`config.mk`:
```
export PLATFORM = sky130hd
export DESIGN_NAME = ct_split_flat
export DESIGN_NICKNAME = d
export VERILOG_FILES = /design/src/rtl/ct_split_if.sv /design/src/rtl/ct_split.sv /design/src/flat_wrapper.sv
export SDC_FILE = /design/constraint.sdc
export NUM_CORES = 1
export LEC_CHECK = 0
export CORE_AREA = 2 2 39 41
export DETAILED_ROUTE_END_ITERATION = 16
export DIE_AREA = 0 0 41 43
export PLACE_DENSITY_LB_ADDON = 0.1
export SYNTH_ARGS = -nofsm -noshare
export SYNTH_HDL_FRONTEND = slang
export SYNTH_SLANG_ARGS = --single-unit
```
`constraint.sdc`:
```
create_clock -name clk -period 1.8 [get_ports clk]
set_clock_uncertainty 0.05 [all_clocks]
set_input_delay 0.36 -clock clk [delete_from_list [all_inputs] [get_ports clk]]
set_output_delay 0.36 -clock clk [all_outputs]
set_load 0.01 [all_outputs]
```
`src/rtl/ct_split_if.sv`:
```
// Stream bundle for the packet splitter: one valid/ready/eop input stream
// plus NO registered output streams and a drop indication.
interface ct_split_if #(
    parameter int NO    = 2,
    parameter int WIDTH = 1
);
    logic [WIDTH-1:0]    i_data;
    logic                i_valid;
    logic                o_ready;
    logic                i_eop;
    logic [NO-1:0]       i_mask;
    logic [NO*WIDTH-1:0] o_data;
    logic [NO-1:0]       o_valid;
    logic [NO-1:0]       o_eop;
    logic [NO-1:0]       i_ready;
    logic                o_drop;

    // Upstream source plus downstream sinks (the environment around the splitter).
    modport master (
        output i_data, i_valid, i_eop, i_mask, i_ready,
        input  o_ready, o_data, o_valid, o_eop, o_drop
    );

    // The splitter itself.
    modport slave (
        input  i_data, i_valid, i_eop, i_mask, i_ready,
        output o_ready, o_data, o_valid, o_eop, o_drop
    );
endinterface

```
`src/rtl/ct_split.sv`:
```
// Packet-aware splitter/multicaster. Each packet is routed to the outputs
// selected by the mask seen on its first beat; a beat is delivered to all of
// its outputs in the same cycle or not at all. Every output has a one-beat
// register, so latency is one cycle and throughput is one beat per cycle.
module ct_split #(
    parameter int NO    = 2,
    parameter int WIDTH = 1
) (
    input  logic        clk,
    input  logic        reset,
    ct_split_if.slave   bus
);

    logic          in_pkt;    // a packet is open; the next beat is not SOP
    logic [NO-1:0] route;     // destination mask latched at SOP
    logic [NO-1:0] eff_mask;  // destinations of the beat currently offered
    logic [NO-1:0] free;      // output register can take a beat this cycle
    logic [NO-1:0] load;      // outputs written by an accepted beat
    logic          accept;

    // At SOP the live mask steers the beat; afterwards the latched route does.
    assign eff_mask = in_pkt ? route : bus.i_mask;

    // An output is free when empty or being drained this same cycle.
    assign free = ~bus.o_valid | bus.i_ready;

    // Accept only when every destination is free; an empty mask is always ready.
    assign bus.o_ready = &(free | ~eff_mask);
    assign accept      = bus.i_valid && bus.o_ready;
    assign load        = accept ? eff_mask : '0;

    // Packet framing: latch the route on SOP, close the packet on eop.
    always_ff @(posedge clk or negedge reset) begin
        if (!reset) begin
            in_pkt <= 1'b0;
            route  <= '0;
        end else if (accept) begin
            // NOTE: non-blocking assignments make every register sample pre-edge values.
            if (!in_pkt) route <= bus.i_mask;
            in_pkt <= !bus.i_eop;
        end
    end

    // Output occupancy (load wins over drain) and the zero-mask drop pulse.
    always_ff @(posedge clk or negedge reset) begin
        if (!reset) begin
            bus.o_valid <= '0;
            bus.o_drop  <= 1'b0;
        end else begin
            bus.o_valid <= load | (bus.o_valid & ~bus.i_ready);
            bus.o_drop  <= accept && (eff_mask == '0) && bus.i_eop;
        end
    end

    // Output payload registers; contents only matter while o_valid is set.
    always_ff @(posedge clk) begin
        // NOTE: payload registers carry no reset; o_valid qualifies them.
        for (int j = 0; j < NO; j++) begin
            if (load[j]) begin
                bus.o_data[WIDTH*j +: WIDTH] <= bus.i_data;
                bus.o_eop[j]                 <= bus.i_eop;
            end
        end
    end

endmodule

```
`src/flat_wrapper.sv`:
```
// flat-port wrapper written by rule: the top's interface ports become plain ports
module ct_split_flat 
#(
    parameter int NO    = 2,
    parameter int WIDTH = 1
)
  (clk, reset, bus_i_data, bus_i_valid, bus_i_eop, bus_i_mask, bus_i_ready, bus_o_ready, bus_o_data, bus_o_valid, bus_o_eop, bus_o_drop);
  ct_split_if #(.NO(NO), .WIDTH(WIDTH)) bus_i ();
  input  logic clk;
  input  logic reset;
  input wire logic [$bits(bus_i.i_data)-1:0] bus_i_data;
  input wire logic [$bits(bus_i.i_valid)-1:0] bus_i_valid;
  input wire logic [$bits(bus_i.i_eop)-1:0] bus_i_eop;
  input wire logic [$bits(bus_i.i_mask)-1:0] bus_i_mask;
  input wire logic [$bits(bus_i.i_ready)-1:0] bus_i_ready;
  output wire logic [$bits(bus_i.o_ready)-1:0] bus_o_ready;
  output wire logic [$bits(bus_i.o_data)-1:0] bus_o_data;
  output wire logic [$bits(bus_i.o_valid)-1:0] bus_o_valid;
  output wire logic [$bits(bus_i.o_eop)-1:0] bus_o_eop;
  output wire logic [$bits(bus_i.o_drop)-1:0] bus_o_drop;
  assign bus_i.i_data = bus_i_data;
  assign bus_i.i_valid = bus_i_valid;
  assign bus_i.i_eop = bus_i_eop;
  assign bus_i.i_mask = bus_i_mask;
  assign bus_i.i_ready = bus_i_ready;
  assign bus_o_ready = bus_i.o_ready;
  assign bus_o_data = bus_i.o_data;
  assign bus_o_valid = bus_i.o_valid;
  assign bus_o_eop = bus_i.o_eop;
  assign bus_o_drop = bus_i.o_drop;
  ct_split #(.NO(NO), .WIDTH(WIDTH)) u_core (.clk(clk), .reset(reset), .bus(bus_i));
endmodule
```
==> results_dict.tcl, run 1 <==
set metrics [dict create \
    clock_path_buffers 2 \
    final_hold_viol_count 0 \
    track_usage_pct 12.03 \
    first_iter_violations 3 \
    yosys_warnings 0 \
    num_vias 356 \
    fp.dieW_um 41 \
    clock-sinks 10 \
    synth.top_cells.by_area "dfrtp_1, edfxtp_1, mux2i_2, o21ai_0, nor2_1" \
    post-cts-setup-buffers 0 \
    busiest_layer "met2" \
    use_met3_pct 7.853 \
    clkPwrFrac_pct 18.0 \
    seqPwrFrac_pct 41.9 \
    max_cap_violations 0 \
    power_frac_comb_pct 40.0 \
    syn_area_sq_um 437.9 \
    place.port_buffers 16 \
    synth_area_leader_cell "dfrtp_1" \
    antennaDiodeCount 0 \
    syn_to_final_growth_pct 57.14 \
    min_period_ps 1713 \
    gp_routability_congestion 0.9049 \
    p_per_area_nw_per_um2 1221 \
    fmax_mhz 583.8 \
    rows 14 \
    ctsResizeCount 7 \
    max_slew.worst_pin.slew_ps 306.9 \
    power_leakage_nw 0.2824 \
    wl_per_cell_um 11.05 \
    grt.overflow.total 0 \
    die_area_sq_um 1763 \
    drc_errors 0 \
    status "finished, final reports clean" \
    clock_latency_ps 260 \
    drv_slew 0 \
    multi_input_area_sq_um 166.4 \
    crit_required_ps 1390 \
    core-area_sq_um 1384 \
    ant_nets 0 \
    yosys.area.top_type_share_pct 34.29 \
    critical_path_class "in -> out" \
    viasPerCell 4.623 \
    setup_viol 0 \
    synth_cell_types 15 \
    cts_buffers 3 \
    regArea_sq_um 271.5 \
    critical_path.max_fanout 2 \
    min_path_type "in -> async" \
    p_int_uw 576.4 \
    drive_above_1_share_pct 27.87 \
    ctsHoldBuffers 0 \
    p_sw_uw 264.1 \
    nets 71 \
    grt_pass1_wl_um 1400 \
    ys_ff_latch 10 \
    wl_um 851 \
    dieHeight_um 43 \
    avgSynthCellArea_sq_um 12.16 \
    dp_hpwl_um 697.4 \
    arrival_ps 1300 \
    dr.pass1.iters 4 \
    layout_commonest_cell "clkdlybuf4s50_1" \
    cts_root_buf "clkbuf_4" \
    met2_usage_pct 18.75 \
    met1_usage_pct 13.51 \
    grt_pass1_vias 348 \
    syn_inst 36 \
    fin_util_pct 49.73 \
    yosysSeqAreaShare_pct 61.71 \
    io-pin-count 17 \
    vdd_drop_max_mv 0.7036 \
    relSlewSlack_pct 79.47 \
    start_kind "input port" \
    swShare_pct 31.42 \
    fillers 129 \
    period_share_pct 95.17 \
    htree_levels 1 \
    antenna_found_initial 0 \
    cp-end-kind "primary output" \
    mostFrequentLayoutCells "clkdlybuf4s50_1, buf_4, dfrtp_1" \
    start_util_pct 31.65 \
    cts_tree "done" \
    grt_start_max_net_pins 7 \
    clk_pin_slew_worst_paths_ps 70 \
    whs_ps 298.4 \
    rsz0062_at_grt "false" \
    syn_nets 45 \
]
-- area by class of cell --
class	instances	share of cell area [%]
sequential	10	39.45
clock buffer	3	3.273
timing repair buffer	21	28.00
tap	16	2.909
multi-input combinational	23	24.18
clock inverter	1	0.5455
inverter	3	1.636
-- metrics by stage --
stage / TNS [ps] / instances / cell area (sq um) / setup slack (ps) / total power [mW]
CTS: 0 / 77 / 683.2 / 79.98 / 0.8480
detailed placement: -689.9 / 73 / 655.6 / -351.8 / 0.6923
floorplan: 0 / 36 / 437.9 / 262.3 / 0.5126
finish: 0 / 77 / 688.2 / 86.95 / 0.8405
global placement: -658.9 / 73 / 655.6 / -341.2 / 0.6845
global route: 0 / 77 / 688.2 / 1.917 / 0.9038
-- sequential cells by signal, indices dropped and copies added, names as in the netlist --
name / cells
u_core.bus.o_data: 2
u_core.bus.o_drop: 1
u_core.bus.o_eop: 2
u_core.bus.o_valid: 2
u_core.in_pkt: 1
u_core.route: 2
-- metal layers --
layer,routed length (um),up-vias
li1,-,180
met1,356,165
met2,427,11
met3,67,0
met4,0,0
met5,0,-
-- critical path, cell delays in order --
cell and delay [ps]:
clkdlybuf4s50_1 430, mux2i_2 210, nor2_2 80, nor2_1 90
buf_2 130
-- path summary, 6_finish.rpt --
path,startpoint,endpoint,slack [ps],cells past startpoint
setup / recovery,bus_i_mask[0],bus_o_ready,90,5
hold / removal,reset,u_core.route[0],300,1
setup reg to reg,u_core.in_pkt,u_core.bus.o_data[0],280,4
hold reg to reg,u_core.route[1],u_core.route[1],480,2
max in group asynchronous,reset,u_core.in_pkt,1140,1
min in group clk,u_core.route[1],u_core.route[1],480,2
-- cells by family (layout without fill, tap and decap cells) --
logic type	after synthesis	in the layout	synth area share (%)
and+or+nand+nor	12	12	14.29
buffers and inverters	3	28	2.571
AOI/OAI and AO/OA	8	8	12.86
muxes	3	3	8.572
DFF	10	10	61.71
-- Yosys cell counts, drive strengths merged --
library cell	n
nand2	2
o21ai	4
edfxtp	4
dfrtp	6
inv	3
nor3b	1
a2bb2oi	1
and2b	1
nor2	5
mux2i	3
a31oi	2
nand2b	2
o221ai	1
nand3b	1
-- power by group through the flow --
stage	combinational, mW	clock [mW]	sequential, mW
final	0.336	0.152	0.352
after global routing	0.369	0.171	0.363
after CTS	0.335	0.159	0.353
after detailed placement	0.337	0	0.355
after global placement	0.333	0	0.352
after floorplan	0.147	0	0.365
(Power assumes the default switching activity.)
==> run 2, diff against run 1 <==
--- a/config.mk
+++ b/config.mk
@@ -8,7 +8,7 @@
 export CORE_AREA = 2 2 39 41
 export DETAILED_ROUTE_END_ITERATION = 16
 export DIE_AREA = 0 0 41 43
-export PLACE_DENSITY_LB_ADDON = 0.1
+export PLACE_DENSITY = 0.67
 export SYNTH_ARGS = -nofsm -noshare
 export SYNTH_HDL_FRONTEND = slang
 export SYNTH_SLANG_ARGS = --single-unit
==> run 2 against run 1 <==
Fmax decreased by 0.52%. Core utilization increased by 0.36 points. Sequential power about the same. Sequential cell count unchanged. Worst setup slack got worse by 9.0 ps. Clock power increased by 4%. Sequential share of layout area decreased by 0.28 points. Non-clock buffer count increased by 2. Power increased by 2.2%. Routed wire length increased by 6.6%. Via count increased by 1.7%. Critical path depth unchanged.
==> results_dict.tcl, run 2 (synthesis results as in run 1) <==
set metrics [dict create \
    fmax_mhz 580.7 \
    setup_viol 0 \
    ant_nets 0 \
    critical_path_class "in -> out" \
    min_period_ps 1722 \
    clock-sinks 10 \
    num_vias 362 \
    dieHeight_um 43 \
    cp-end-kind "primary output" \
    viasPerCell 4.582 \
    wl_per_cell_um 11.48 \
    cpMostUsedCell "nor2_1" \
    antennaDiodeCount 0 \
    fin_util_pct 50.09 \
    arrival_ps 1310 \
    die_area_sq_um 1763 \
    drc_errors 0 \
    layout_commonest_cell "clkdlybuf4s50_1" \
    cts_tree "done" \
    vdd_drop_max_mv 0.5634 \
    final_hold_viol_count 0 \
    stdcell_area_sq_um 693.2 \
    fp.dieW_um 41 \
    place.port_buffers 16 \
    max_slew.worst_pin.slew_ps 306.5 \
    p_per_area_nw_per_um2 1239 \
    antenna_found_initial 0 \
    drive_above_1_share_pct 25.40 \
    drv_slew 0 \
    routedLengthMet1_um 416 \
    highest_layer "met4" \
    cts_root_buf "clkbuf_4" \
    io-pin-count 17 \
    start_kind "input port" \
    rsz0062_at_grt "false" \
    wl_met3_um 41 \
    status "finished, final reports clean" \
    fin_ws_ps 77.97 \
    htree_levels 1 \
    grt.overflow.total 0 \
    critical_path.max_fanout 2 \
    wl_um 907 \
    first_iter_violations 5 \
    clk_pin_slew_worst_paths_ps 60 \
    start_util_pct 31.65 \
    dr.pass1.iters 4 \
    max_cap_violations 0 \
    cp_num_buf_inv 2 \
    syn_to_final_growth_pct 58.29 \
    grt_pass1_wl_um 1311 \
    post-place-ws_ps -348.5 \
    grt_pass1_vias 335 \
    crit_required_ps 1390 \
    crit_family "buffers and inverters" \
    slowest_delay_ps 430 \
    gp_routability_congestion 0.7878 \
    power_leakage_nw 0.2884 \
    core-area_sq_um 1384 \
    dp_hpwl_um 699.4 \
    nets 73 \
    track_usage_pct 11.62 \
    grt_start_max_net_pins 7 \
    mostFrequentLayoutCells "clkdlybuf4s50_1, buf_4, nor2_1, dfrtp_1" \
    place_area_sq_um 663.1 \
    clock_path_buffers 2 \
    rows 14 \
    cts_buffers 3 \
    clock_latency_ps 260 \
    route.met2.wl_um 435 \
    min_path_type "in -> async" \
    slowest_stage "clkdlybuf4s50_1" \
    period_share_pct 95.67 \
    relSlewSlack_pct 79.52 \
    path_cells "clkdlybuf4s50_1 -> mux2i_2 -> nor2_1 -> nor2_1 -> buf_2" \
]
run 2: cell types whose count changed in the layout (fill, tap and decap cells not counted):
cell and change:
nor2_2 -1, nand2b_2 -1, buf_4 +2, nor2_1 +1
nand2b_1 +1, clkinv_1 -1, nor3b_2 -1, nor3b_1 +1
clkbuf_1 +1
run 2: timing repair:
action	4_1_cts	5_1_grt
setup endpoints to repair	1	0
hold buffers	0	0
setup buffers	1	0
hold endpoints to repair	0	0
gates resized for setup	5	0
run 2: metrics by stage:
step / TNS [ps] / total power [mW] / hold WS (ps) / cells
detailed placement: -696.3 / 0.6995 / 474.0 / 74
floorplan: 0 / 0.5126 / 14.41 / 36
CTS: 0 / 0.8679 / 306.9 / 79
global route: 0 / 0.9055 / 324.1 / 79
global placement: -596.8 / 0.6941 / 472.6 / 74
finish: 0 / 0.8590 / 297.5 / 79
run 2: final timing paths:
check                                startpoint                    to  slack [ps]  depth (start not counted)
worst max-delay path              bus_i_mask[0]           bus_o_ready          80                          5
worst min-delay path                      reset       u_core.route[0]         300                          1
worst max register to register    u_core.in_pkt  u_core.bus.o_data[0]         200                          4
worst min register to register  u_core.route[1]       u_core.route[1]         490                          2
max in group asynchronous                 reset         u_core.in_pkt        1160                          1
min in group clk                u_core.route[1]       u_core.route[1]         490                          2
run 2: layout make-up:
class / count / area, sq um
clock buffer: 4 / 26.28
inverter: 3 / 11.26
tap: 16 / 20.02
fill: 142 / 690.7
timing repair buffer: 23 / 207.7
multi-input combinational: 23 / 156.4
sequential: 10 / 271.5
run 2: report_power, final:
| part | switching [mW] | leakage, nW | internal [mW] |
|---|---|---|---|
| Clock | 0.0723 | 0.0150 | 0.0855 |
| Combinational | 0.149 | 0.165 | 0.201 |
| Sequential | 0.0425 | 0.108 | 0.308 |
run 2: routing by layer:
metal,up-vias,track usage (%)
li1,182,-
met1,166,13.51
met2,12,17.50
met3,2,3.141
met4,0,8.000
met5,-,0
run 2: worst reg2reg max path, stage by stage (launching register included):
cell and delay (ps):
dfrtp_2 420, mux2i_2 230, buf_4 160, o21ai_0 100, nor3b_1 300
==> RTL change (flow settings as in run 2) <==
`NO` is set to 2 in 3 places; all go to 1.
--- a/src/rtl/ct_split_if.sv
+++ b/src/rtl/ct_split_if.sv
@@ -3,3 +3,3 @@
 interface ct_split_if #(
-    parameter int NO    = 2,
+    parameter int NO    = 1,
     parameter int WIDTH = 1
--- a/src/rtl/ct_split.sv
+++ b/src/rtl/ct_split.sv
@@ -5,3 +5,3 @@
 module ct_split #(
-    parameter int NO    = 2,
+    parameter int NO    = 1,
     parameter int WIDTH = 1
--- a/src/flat_wrapper.sv
+++ b/src/flat_wrapper.sv
@@ -3,3 +3,3 @@
 #(
-    parameter int NO    = 2,
+    parameter int NO    = 1,
     parameter int WIDTH = 1
Ports: changed (5 resized); port bits go from 17 to 12. The function was not compared with the original's and may differ.
==> RTL change against run 2 <==
- routed wire length fell by 43%
- setup slack gained 0.073 ns
- synthesized area shrank 40%
- hold slack worse by 0.030 ns
- core utilization is 19 points lower
- cell area decreased by 37%
- die area unchanged
- largest power group unchanged
- power shrank 43%
- sequential cell count shrank 4
==> RTL change: results (changes against run 2) <==
* Psw at 0.130 mW (was 0.264 mW)
* First-pass GRT wire length at 800 µm (was 1.31 mm)
* Worst slew pin tran at 0.196 ns (was 0.307 ns)
* Routability congestion estimate at 0.683 (was 0.788)
* Dpl ws at -0.261 ns (was -0.349 ns)
* Top post-synthesis cells by area: dfrtp_1, edfxtp_1, nand2b_1 (was dfrtp_1, edfxtp_1, mux2i_2)
* Postcts setup bufs at 0 (was 1)
* EDFF count, synth at 2 (was 4)
* Port bufs at 11 (was 16)
* Worst r2r src: u_core.in_pkt (unchanged)
* R2r setup slk at 0.47 ns (was 0.20 ns)
* DR WL/cell at 9.36 µm (was 11.5 µm)
* Sequential share of the synthesized area at 61.2% (was 61.7%)
* WP data arrival at 1.24 ns (was 1.31 ns)
* RR Endpoint: u_core.bus.o_data (was u_core.bus.o_data[0])
* Hold WS at 0.267 ns (was 0.297 ns)
* CP peak stage delay at 0.41 ns (was 0.43 ns)
* Post-cts sizing count at 1 (was 5)
* Drt total wl at 515 µm (was 907 µm)
* Top cells by count, synth: dfrtp_1, nand2_1, nand2b_1, nor2_1, edfxtp_1 (was dfrtp_1, nor2_1, edfxtp_1, o21ai_0, inv_1)
* Worst skew pair latency at 0.24 ns (was 0.26 ns)
* Vias in the first global route at 207 (was 335)
* Netlist cell types at 11 (was 15)
* Status: finished clean (unchanged)
* Via density at 4.04 (was 4.58)
* Initial DRC Count at 8 (was 5)
* Inst Count DP at 51 (was 74)
* Share of layout cells above drive strength 1 at 25.6% (was 25.4%)
* Nets@finish at 47 (was 73)
* Largest net degree at the start of global routing at 6 (was 7)
* Aggregate global-route resource usage at 7.16% (was 11.6%)
* Syn_nets at 28 (was 45)
* Synth Instances at 21 (was 36)
* VDD IR max at 0.384 mV (was 0.563 mV)
* Asr flop ratio synth at 66.7% (was 60.0%)
## RTL change: cell types whose count changed in the layout (fill, tap and decap cells not counted), moves of 2 or more
| cell | change |
|---|---|
| a31oi_1 | -2 |
| buf_4 | -4 |
| clkdlybuf4s50_1 | -5 |
| edfxtp_1 | -2 |
| inv_1 | -3 |
| mux2i_2 | -2 |
| nor2_1 | -2 |
| o21ai_0 | -4 |
## RTL change: metrics by stage
stage / total power [mW] / instance area [µm²] / utilization, % / TNS [ns]
after CTS: 0.498 / 439 / 31.7 / 0
final: 0.487 / 435 / 31.5 / 0
after global routing: 0.524 / 435 / 31.5 / 0
after floorplan: 0.269 / 262 / - / 0
after detailed placement: 0.359 / 414 / 29.9 / -0.261
after global placement: 0.358 / 414 / 29.9 / -0.260
## RTL change: metal layers
metal | routed length (µm) | vias to the layer above | GRT usage (%)
met5 | 0 | - | 0
met4 | 0 | 0 | 4.00
met3 | 55 | 0 | 5.24
met2 | 244 | 10 | 10.3
met1 | 216 | 103 | 7.19
li1 | - | 109 | -
## RTL change: how the worst max path moves through the flow
stage / end / start / cells after the start / slack (ns)
2_1_floorplan: bus_o_ready / u_core.in_pkt / 2 / 0.58
3_3_place_gp: bus_o_ready / bus_i_mask / 4 / -0.26
3_5_place_dp: bus_o_ready / bus_i_mask / 4 / -0.26
4_1_cts: bus_o_ready / bus_i_mask / 4 / 0.005
5_1_grt: bus_o_ready / bus_i_mask / 4 / 0.09
6_report: bus_o_ready / bus_i_mask / 4 / 0.15
## RTL change: area by class of cell
class / count / area [µm²]
Tap cell: 16 / 20.0
Sequential cell: 6 / 160
Timing Repair Buffer: 14 / 128
Clock buffer: 4 / 26.3
Multi-Input combinational cell: 15 / 101
Fill cell: 148 / 948
## RTL change: kinds of logic (layout without fill, tap and decap cells)
family	count (synthesis)	after routing	share of synthesized area [%]
and+or+nand+nor	10	10	21.1
AOI/OAI and AO/OA	4	4	13.4
buffers and inverters	0	18	0
DFF	6	6	61.2
muxes	1	1	4.31
## RTL change: power groups by stage
stage	sequential (mW)	combinational (mW)	clock, mW
2_1_floorplan	0.202	0.0673	0
3_3_place_gp	0.196	0.162	0
3_5_place_dp	0.197	0.162	0
4_1_cts	0.194	0.160	0.144
5_1_grt	0.198	0.173	0.153
6_report	0.194	0.156	0.137
## RTL change: worst reg2reg max path, delay by kind of cell, from the launching register on
kind / cells / cell delay, ns
buf+inv: 1 / 0.10
simple gates: 2 / 0.23
flops: 1 / 0.40
mux: 1 / 0.25
